`src/rtl/alarm_clock_pkg.sv`:
```
// Shared alarm-clock types: run/edit state, digit index map and one-hot helper.
// Combinational helpers only; no timing or flow control of its own.
package alarm_clock_pkg;

  typedef enum logic {
    RUN  = 1'b0,
    EDIT = 1'b1
  } state_t;

  localparam int NUM_DIGITS = 6;

  localparam logic [2:0] DIGIT_SEC_2ND = 3'd0;
  localparam logic [2:0] DIGIT_SEC_1ST = 3'd1;
  localparam logic [2:0] DIGIT_MIN_2ND = 3'd2;
  localparam logic [2:0] DIGIT_MIN_1ST = 3'd3;
  localparam logic [2:0] DIGIT_HR_2ND  = 3'd4;
  localparam logic [2:0] DIGIT_HR_1ST  = 3'd5;

  function automatic logic [NUM_DIGITS-1:0] digit_onehot(input logic [2:0] idx);
    logic [NUM_DIGITS-1:0] one;
    one = {{(NUM_DIGITS-1){1'b0}}, 1'b1};
    return one << idx;
  endfunction

endpackage

```
`src/rtl/time_set_controller_if.sv`:
```
// Front-panel bundle between debouncers/Time/display and the time-set controller.
// Plain level/strobe wires; no handshake, the controller never stalls its inputs.
interface time_set_controller_if;

  logic                                  i_Clk_100Hz_Pulse;
  logic                                  i_Btn_Mode;
  logic                                  i_Btn_Left;
  logic                                  i_Btn_Right;
  logic                                  i_Btn_Up;
  logic                                  i_Btn_Down;
  logic                                  o_Enable_Count;
  logic                                  o_Edit_Mode;
  logic [2:0]                            o_Cursor;
  logic [alarm_clock_pkg::NUM_DIGITS-1:0] o_Digit_Inc;
  logic [alarm_clock_pkg::NUM_DIGITS-1:0] o_Digit_Dec;
  logic [alarm_clock_pkg::NUM_DIGITS-1:0] o_Blank_Mask;

  modport master (
    output i_Clk_100Hz_Pulse, i_Btn_Mode, i_Btn_Left, i_Btn_Right, i_Btn_Up, i_Btn_Down,
    input  o_Enable_Count, o_Edit_Mode, o_Cursor, o_Digit_Inc, o_Digit_Dec, o_Blank_Mask
  );

  modport slave (
    input  i_Clk_100Hz_Pulse, i_Btn_Mode, i_Btn_Left, i_Btn_Right, i_Btn_Up, i_Btn_Down,
    output o_Enable_Count, o_Edit_Mode, o_Cursor, o_Digit_Inc, o_Digit_Dec, o_Blank_Mask
  );

endinterface

```
`src/rtl/button_repeat.sv`:
```
// Up/Down rising-edge detect plus hold-to-repeat counter; events are combinational
// in the cycle of the edge / qualifying tick, never stalled (caller registers them).
module button_repeat #(
  parameter int REPEAT_DELAY  = 50,
  parameter int REPEAT_PERIOD = 10
) (
  input  logic i_Clk_5MHz,
  input  logic i_Reset_n,
  input  logic i_Tick,
  input  logic i_Enable,
  input  logic i_Up,
  input  logic i_Down,
  output logic o_Up_Event,
  output logic o_Down_Event,
  output logic o_Edge
);

  localparam logic [5:0] DELAY  = 6'(REPEAT_DELAY);
  localparam logic [5:0] RELOAD = 6'(REPEAT_DELAY - REPEAT_PERIOD);

  logic       up_q;
  logic       down_q;
  logic [5:0] rep_cnt;
  logic [5:0] cnt_inc;
  logic       one_held;
  logic       up_edge;
  logic       down_edge;
  logic       rep_fire;

  always_comb begin
    one_held  = i_Up ^ i_Down;
    up_edge   = i_Up & ~up_q;
    down_edge = i_Down & ~down_q;
    o_Edge    = up_edge | down_edge;
    cnt_inc   = rep_cnt + 6'd1;
    rep_fire  = i_Enable & one_held & i_Tick & (cnt_inc >= DELAY);
    // An edge while the other button is held is a chord, not a step.
    o_Up_Event   = i_Enable & ~i_Down & (up_edge | (rep_fire & i_Up));
    o_Down_Event = i_Enable & ~i_Up & (down_edge | (rep_fire & i_Down));
  end

  always_ff @(posedge i_Clk_5MHz or negedge i_Reset_n) begin
    if (!i_Reset_n) begin
      up_q    <= 1'b0;
      down_q  <= 1'b0;
      rep_cnt <= '0;
    end else begin
      up_q   <= i_Up;
      down_q <= i_Down;
      if (!i_Enable || !one_held) begin
        rep_cnt <= '0;
      end else if (i_Tick) begin
        rep_cnt <= (cnt_inc >= DELAY) ? RELOAD : cnt_inc;
      end
    end
  end

endmodule

```
`src/rtl/time_set_controller.sv`:
```
// Run/edit sequencer turning five buttons into digit inc/dec strobes, cursor and blink mask.
// All outputs registered, one cycle after the sampled button edge or tick; never backpressures.
module time_set_controller
  import alarm_clock_pkg::*;
#(
  parameter int REPEAT_DELAY  = 50,
  parameter int REPEAT_PERIOD = 10,
  parameter int BLINK_PERIOD  = 50,
  parameter int TIMEOUT       = 1000
) (
  input  logic                 i_Clk_5MHz,
  input  logic                 i_Reset_n,
  time_set_controller_if.slave bus
);

  localparam logic [9:0] TIMEOUT_CNT = 10'(TIMEOUT);
  localparam logic [5:0] BLINK_LAST  = 6'(BLINK_PERIOD - 1);
  localparam logic [5:0] BLINK_HALF  = 6'(BLINK_PERIOD / 2);

  state_t                state;
  logic [2:0]            cursor;
  logic [5:0]            blink_cnt;
  logic [9:0]            tmo_cnt;
  logic                  mode_q;
  logic                  left_q;
  logic                  right_q;
  logic                  enable_count;
  logic                  edit_mode;
  logic [NUM_DIGITS-1:0] digit_inc;
  logic [NUM_DIGITS-1:0] digit_dec;
  logic [NUM_DIGITS-1:0] blank_mask;

  logic       tick;
  logic       mode_edge;
  logic       left_edge;
  logic       right_edge;
  logic       ud_edge;
  logic       any_edge;
  logic       in_edit;
  logic       exit_edit;
  logic       rep_en;
  logic       strobe_ok;
  logic       up_evt;
  logic       down_evt;
  logic [9:0] tmo_inc;
  logic [9:0] tmo_nxt;
  logic [5:0] blink_nxt;
  logic [2:0] cursor_nxt;

  button_repeat #(
    .REPEAT_DELAY (REPEAT_DELAY),
    .REPEAT_PERIOD(REPEAT_PERIOD)
  ) u_button_repeat (
    .i_Clk_5MHz  (i_Clk_5MHz),
    .i_Reset_n   (i_Reset_n),
    .i_Tick      (tick),
    .i_Enable    (rep_en),
    .i_Up        (bus.i_Btn_Up),
    .i_Down      (bus.i_Btn_Down),
    .o_Up_Event  (up_evt),
    .o_Down_Event(down_evt),
    .o_Edge      (ud_edge)
  );

  always_comb begin
    tick       = bus.i_Clk_100Hz_Pulse;
    mode_edge  = bus.i_Btn_Mode & ~mode_q;
    left_edge  = bus.i_Btn_Left & ~left_q;
    right_edge = bus.i_Btn_Right & ~right_q;
    any_edge   = mode_edge | left_edge | right_edge | ud_edge;
    in_edit    = (state == EDIT);
    tmo_inc    = tmo_cnt + 10'd1;
    exit_edit  = in_edit & (mode_edge | (~any_edge & tick & (tmo_inc >= TIMEOUT_CNT)));
    rep_en     = in_edit & ~exit_edit;
    // Any Left/Right edge (even a cancelling pair) outranks Up/Down this cycle.
    strobe_ok  = ~left_edge & ~right_edge;

    cursor_nxt = cursor;
    if (left_edge && !right_edge) begin
      cursor_nxt = (cursor == DIGIT_HR_1ST) ? DIGIT_SEC_2ND : cursor + 3'd1;
    end else if (right_edge && !left_edge) begin
      cursor_nxt = (cursor == DIGIT_SEC_2ND) ? DIGIT_HR_1ST : cursor - 3'd1;
    end

    blink_nxt = blink_cnt;
    tmo_nxt   = tmo_cnt;
    if (any_edge) begin
      blink_nxt = '0;
      tmo_nxt   = '0;
    end else if (tick) begin
      blink_nxt = (blink_cnt == BLINK_LAST) ? 6'd0 : blink_cnt + 6'd1;
      tmo_nxt   = tmo_inc;
    end
  end

  always_ff @(posedge i_Clk_5MHz or negedge i_Reset_n) begin
    if (!i_Reset_n) begin
      state        <= RUN;
      cursor       <= DIGIT_HR_1ST;
      blink_cnt    <= '0;
      tmo_cnt      <= '0;
      mode_q       <= 1'b0;
      left_q       <= 1'b0;
      right_q      <= 1'b0;
      enable_count <= 1'b1;
      edit_mode    <= 1'b0;
      digit_inc    <= '0;
      digit_dec    <= '0;
      blank_mask   <= '0;
    end else begin
      mode_q     <= bus.i_Btn_Mode;
      left_q     <= bus.i_Btn_Left;
      right_q    <= bus.i_Btn_Right;
      digit_inc  <= '0;
      digit_dec  <= '0;
      blank_mask <= '0;
      case (state)
        RUN: begin
          if (mode_edge) begin
            state        <= EDIT;
            cursor       <= DIGIT_HR_1ST;
            blink_cnt    <= '0;
            tmo_cnt      <= '0;
            enable_count <= 1'b0;
            edit_mode    <= 1'b1;
          end
        end
        EDIT: begin
          if (exit_edit) begin
            state        <= RUN;
            blink_cnt    <= '0;
            tmo_cnt      <= '0;
            enable_count <= 1'b1;
            edit_mode    <= 1'b0;
          end else begin
            cursor    <= cursor_nxt;
            blink_cnt <= blink_nxt;
            tmo_cnt   <= tmo_nxt;
            if (strobe_ok && up_evt) begin
              digit_inc <= digit_onehot(cursor);
            end
            if (strobe_ok && down_evt) begin
              digit_dec <= digit_onehot(cursor);
            end
            // Mask follows the post-update cursor so a move shows on the new digit at once.
            if (blink_nxt >= BLINK_HALF) begin
              blank_mask <= digit_onehot(cursor_nxt);
            end
          end
        end
        default: state <= RUN;
      endcase
    end
  end

  assign bus.o_Enable_Count = enable_count;
  assign bus.o_Edit_Mode    = edit_mode;
  assign bus.o_Cursor       = cursor;
  assign bus.o_Digit_Inc    = digit_inc;
  assign bus.o_Digit_Dec    = digit_dec;
  assign bus.o_Blank_Mask   = blank_mask;

endmodule

```
`src/flat_wrapper.sv`:
```
// flat-port wrapper written by rule: the top's interface ports become plain ports
module time_set_controller_flat import alarm_clock_pkg::*;
#(
  parameter int REPEAT_DELAY  = 50,
  parameter int REPEAT_PERIOD = 10,
  parameter int BLINK_PERIOD  = 50,
  parameter int TIMEOUT       = 1000
)
  (i_Clk_5MHz, i_Reset_n, bus_i_Clk_100Hz_Pulse, bus_i_Btn_Mode, bus_i_Btn_Left, bus_i_Btn_Right, bus_i_Btn_Up, bus_i_Btn_Down, bus_o_Enable_Count, bus_o_Edit_Mode, bus_o_Cursor, bus_o_Digit_Inc, bus_o_Digit_Dec, bus_o_Blank_Mask);
  time_set_controller_if bus_i ();
  input  logic i_Clk_5MHz;
  input  logic i_Reset_n;
  input wire logic [$bits(bus_i.i_Clk_100Hz_Pulse)-1:0] bus_i_Clk_100Hz_Pulse;
  input wire logic [$bits(bus_i.i_Btn_Mode)-1:0] bus_i_Btn_Mode;
  input wire logic [$bits(bus_i.i_Btn_Left)-1:0] bus_i_Btn_Left;
  input wire logic [$bits(bus_i.i_Btn_Right)-1:0] bus_i_Btn_Right;
  input wire logic [$bits(bus_i.i_Btn_Up)-1:0] bus_i_Btn_Up;
  input wire logic [$bits(bus_i.i_Btn_Down)-1:0] bus_i_Btn_Down;
  output wire logic [$bits(bus_i.o_Enable_Count)-1:0] bus_o_Enable_Count;
  output wire logic [$bits(bus_i.o_Edit_Mode)-1:0] bus_o_Edit_Mode;
  output wire logic [$bits(bus_i.o_Cursor)-1:0] bus_o_Cursor;
  output wire logic [$bits(bus_i.o_Digit_Inc)-1:0] bus_o_Digit_Inc;
  output wire logic [$bits(bus_i.o_Digit_Dec)-1:0] bus_o_Digit_Dec;
  output wire logic [$bits(bus_i.o_Blank_Mask)-1:0] bus_o_Blank_Mask;
  assign bus_i.i_Clk_100Hz_Pulse = bus_i_Clk_100Hz_Pulse;
  assign bus_i.i_Btn_Mode = bus_i_Btn_Mode;
  assign bus_i.i_Btn_Left = bus_i_Btn_Left;
  assign bus_i.i_Btn_Right = bus_i_Btn_Right;
  assign bus_i.i_Btn_Up = bus_i_Btn_Up;
  assign bus_i.i_Btn_Down = bus_i_Btn_Down;
  assign bus_o_Enable_Count = bus_i.o_Enable_Count;
  assign bus_o_Edit_Mode = bus_i.o_Edit_Mode;
  assign bus_o_Cursor = bus_i.o_Cursor;
  assign bus_o_Digit_Inc = bus_i.o_Digit_Inc;
  assign bus_o_Digit_Dec = bus_i.o_Digit_Dec;
  assign bus_o_Blank_Mask = bus_i.o_Blank_Mask;
  time_set_controller #(.REPEAT_DELAY(REPEAT_DELAY), .REPEAT_PERIOD(REPEAT_PERIOD), .BLINK_PERIOD(BLINK_PERIOD), .TIMEOUT(TIMEOUT)) u_core (.i_Clk_5MHz(i_Clk_5MHz), .i_Reset_n(i_Reset_n), .bus(bus_i));
endmodule
```
`config.mk`:
```
export PLATFORM = sky130hd
export DESIGN_NAME = time_set_controller_flat
export DESIGN_NICKNAME = d
export VERILOG_FILES = /design/src/rtl/alarm_clock_pkg.sv /design/src/rtl/time_set_controller_if.sv /design/src/rtl/button_repeat.sv /design/src/rtl/time_set_controller.sv /design/src/flat_wrapper.sv
export SDC_FILE = /design/constraint.sdc
export NUM_CORES = 1
export LEC_CHECK = 0
export ABC_CLOCK_PERIOD_IN_PS = 3290
export BUFFER_PORTS_ARGS = -buffer_cell sky130_fd_sc_hd__buf_2
export CAP_MARGIN = 10
export CELL_PAD_IN_SITES_DETAIL_PLACEMENT = 1
export CELL_PAD_IN_SITES_GLOBAL_PLACEMENT = 1
export CORE_MARGIN = 4
export CORE_UTILIZATION = 44
export DETAILED_ROUTE_END_ITERATION = 8
export HOLD_SLACK_MARGIN = 0.1
export PLACE_DENSITY = 0.79
export SLEW_MARGIN = 20
export SYNTH_ARGS = -nofsm -noshare
export SYNTH_HDL_FRONTEND = slang
export SYNTH_SLANG_ARGS = --single-unit
```
`constraint.sdc`:
```
create_clock -name i_Clk_5MHz -period 3.29 [get_ports i_Clk_5MHz]
set_input_delay 0.658 -clock i_Clk_5MHz [delete_from_list [all_inputs] [get_ports i_Clk_5MHz]]
set_output_delay 0.658 -clock i_Clk_5MHz [all_outputs]
set_load 0.05 [all_outputs]
```
==> results.py <==
metrics = {
    "run_status": {
        "status": "completed",
    },
    "finish": {
        "post-route-util_pct": 52.09,
        "layout_common_cells": "dfrtp_1 (48), nor2_1 (36), nand2_1 (32), buf_2 (30), o21ai_0 (15)",
        "antenna_cells": 0,
        "fin_nets": 350,
        "fin_cells": 409,
        "syn2layout_area_growth_pct": 12.18,
        "drive_gt1_share_pct": 18.26,
        "final_common_cell": "dfrtp_1",
    },
    "synth": {
        "synth.net_count": 320,
        "async_flop_share_pct": 100.0,
        "ys.flop_type": "dfrtp_1",
        "netlist_area_um2": 2814,
        "yosysSeqAreaShare_pct": 45.49,
        "ys_top_cells_by_area": "dfrtp_1 (43%), nor2_1 (4.8%), nand2_1 (4.3%)",
        "synth-edff-count": 0,
        "synth.avg_cell_area_um2": 9.287,
        "synthesis.instances": 303,
        "synth.distinct_cells": 62,
        "yosys.area.top_type": "dfrtp_1",
        "synth_seq_cells": 51,
        "synth_top_area_share_pct": 42.69,
        "ys_warn_count": 0,
    },
    "floorplanning": {
        "start_util_pct": 46.43,
        "dieArea_um2": 7739,
        "core_um2": 6061,
        "ios": 31,
        "die_y_um": 87.97,
        "row_count": 28,
        "die_width_um": 87.97,
    },
    "cts": {
        "post_cts_resized": 0,
        "cts_hold_buf": 0,
        "clkLatencyLatePin_ns": 0.31,
        "cts_tree": "yes",
        "clock-root-buffer": "clkbuf_8",
        "post_cts_buffers": 0,
        "h-tree-depth": 2,
        "cts_sinks": 51,
        "cts_buffers": 5,
        "clk_pin_slew_worst_paths_ns": 0.10,
        "clock_path_buffers": 2,
    },
    "timing": {
        "min_period_ns": 2.751,
        "clock.fmax_mhz": 363.5,
        "setup_tns_ns": 0,
        "worst_pin_slew_ns": 0.5664,
        "fin_crit_sh_pct": 83.63,
        "clock_skew_ns": 0.004064,
        "drv_slew": 0,
        "max-slew-margin-rel_pct": 62.24,
        "rsz0062_at_grt": "no",
        "setup_viol": 0,
        "final_hold_viol_count": 0,
    },
    "setup_path": {
        "path_max_fanout": 10,
        "r2r_start": "u_core.tmo_cnt[0]$_DFFE_PN0P_",
        "cpLargestDelayFamily": "compound AO/OA/AOI/OAI gates",
        "arrival_ns": 2.95,
        "crit_path_end_kind": "flop",
        "r2r_setup_slack_ns": 0.54,
        "cp-start-kind": "flop",
        "reg2reg_depth": 7,
        "crit_chain": "ha_1 -> a21oi_1 -> o311a_1 -> a211oi_2 -> o311a_1 -> nand3_2 -> nor4_1",
        "slowest_delay_ns": 0.59,
        "cp_common_cell": "o311a_1",
        "worstSetupPathType": "flop to flop",
        "slowest_stage": "o311a_1",
        "critPathBufInv": 0,
        "crit_start": "u_core.tmo_cnt[0]$_DFFE_PN0P_",
        "rr_endpoint": "u_core.bus.o_Digit_Inc[1]$_DFF_PN0_",
        "cp.required_ns": 3.49,
    },
    "power": {
        "irDropWorstVdd_mv": 0.2515,
        "total_power_mw": 1.560,
        "power_leakage_nw": 1.393,
        "powerDensity_nw_per_um2": 494.1,
    },
    "global_route": {
        "grt_pass1_vias": 2385,
        "grt_max_degree": 37,
        "grt_pass1_wl_um": 11780,
        "track_usage_pct": 19.24,
        "antenna_found_initial": 0,
        "grt_overflow": 0,
    },
    "routing": {
        "wire_per_inst_um": 16.84,
        "drtPass1Iterations": 4,
        "drt-initial-drc-count": 86,
        "avgViaCountPerCell": 5.697,
        "drt-total-wl_um": 6886,
        "drc": 0,
        "vias": 2330,
        "ant_nets": 0,
    },
    "worst_hold_path": {
        "hp-class": "input port to async pin",
    },
    "place": {
        "placed_cells": 401,
        "gp_congestion": 0.8382,
        "dp_hpwl_um": 5131,
        "port_buffers": 30,
    },
    "run": {
        "maxCapViolations": 0,
    },
}
[per-layer routing]
layer / global-route usage (%) / part of all wire [%] / up-vias / wire, um
met3: 3.010 / 3.7 / 5 / 252
met5: 0 / 0 / - / 0
li1: - / - / 1147 / -
met2: 32.26 / 48 / 33 / 3282
met1: 26.31 / 48 / 1145 / 3289
met4: 4.184 / 0.89 / 0 / 61
[metrics by stage]
stage	hold WS (ns)	instance area, um^2	worst slack [ns]
2_1_floorplan	0.3624	2814	1.015
3_3_place_gp	0.4460	3042	0.6413
3_5_place_dp	0.4556	3042	0.5822
4_1_cts	0.2685	3157	0.5504
5_1_grt	0.2775	3157	0.2144
6_report	0.2549	3157	0.5386
[worst reg2reg max path, cell delays in order (launching register included)]
cell	delay (ns)
dfrtp_1	0.48
ha_1	0.33
a21oi_1	0.09
o311a_1	0.32
a211oi_2	0.33
o311a_1	0.59
nand3_2	0.25
nor4_1	0.26
[flip-flops by register name, summed over array words and instances, names as in the netlist, 3 cells and up]
| name | cells |
|---|---|
| u_core.blink_cnt | 6 |
| u_core.bus.o_Cursor | 3 |
| u_core.bus.o_Blank_Mask | 6 |
| u_core.bus.o_Digit_Dec | 6 |
| u_core.tmo_cnt | 10 |
| u_core.u_button_repeat.rep_cnt | 6 |
| u_core.bus.o_Digit_Inc | 6 |
[cells in the mapped netlist, types with 3 or more instances]
cell type and instances:
nand4_1 5, nor4_1 6, dfrtp_1 48, nand2_1 32
o31ai_1 4, xor2_1 4, clkbuf_1 8, a21oi_1 9
o31a_1 3, nor3_1 12, nand2b_1 8, nand3_1 9
a22oi_1 5, xnor2_1 4, dfstp_2 3, nand3_2 3
or3_1 6, a22o_1 3, inv_1 9, nor2b_1 4
nor2_1 36, o21ai_0 15, ha_1 9, and3_1 4
nor3b_1 3
[cells by family (layout without fill, tap and decap cells)]
logic type / after synthesis / count (layout) / synth area share [%]
buffers and inverters: 23 / 54 / 3.513
AO/OA/AOI/OAI: 66 / 66 / 16.41
AND/OR/NAND/NOR: 144 / 144 / 27.30
XOR/XNOR: 8 / 8 / 2.490
multiplexers: 2 / 2 / 0.8003
flip-flops: 51 / 51 / 45.49
adder cells (fa/ha/maj): 9 / 9 / 4.002
[power breakdown]
part,internal (mW),switching (mW),total [mW]
Sequential,0.669,0.0613,0.730
Clock,0.229,0.219,0.449
Combinational,0.117,0.264,0.381
[cell type report]
type                    instances  area, um^2
fillers                       728        2904
multi-input cells             229        1435
flip-flops and latches         51        1280
repair buffers                 36       195.2
well taps                      75       93.84
clock buffers                   5       68.82
clock inverters                 3       46.29
inverters                      10       37.54
[worst max path at each step]
stage / endpoint / cells past startpoint
global placement: u_core.bus.o_Blank_Mask[5]$_DFF_PN0_ / 7
global route: u_core.bus.o_Digit_Inc[1]$_DFF_PN0_ / 7
CTS: u_core.bus.o_Digit_Inc[1]$_DFF_PN0_ / 7
floorplan: u_core.bus.o_Blank_Mask[4]$_DFF_PN0_ / 7
detailed placement: u_core.bus.o_Blank_Mask[5]$_DFF_PN0_ / 7
finish: u_core.bus.o_Digit_Inc[1]$_DFF_PN0_ / 7
(Power assumes the default switching activity.)
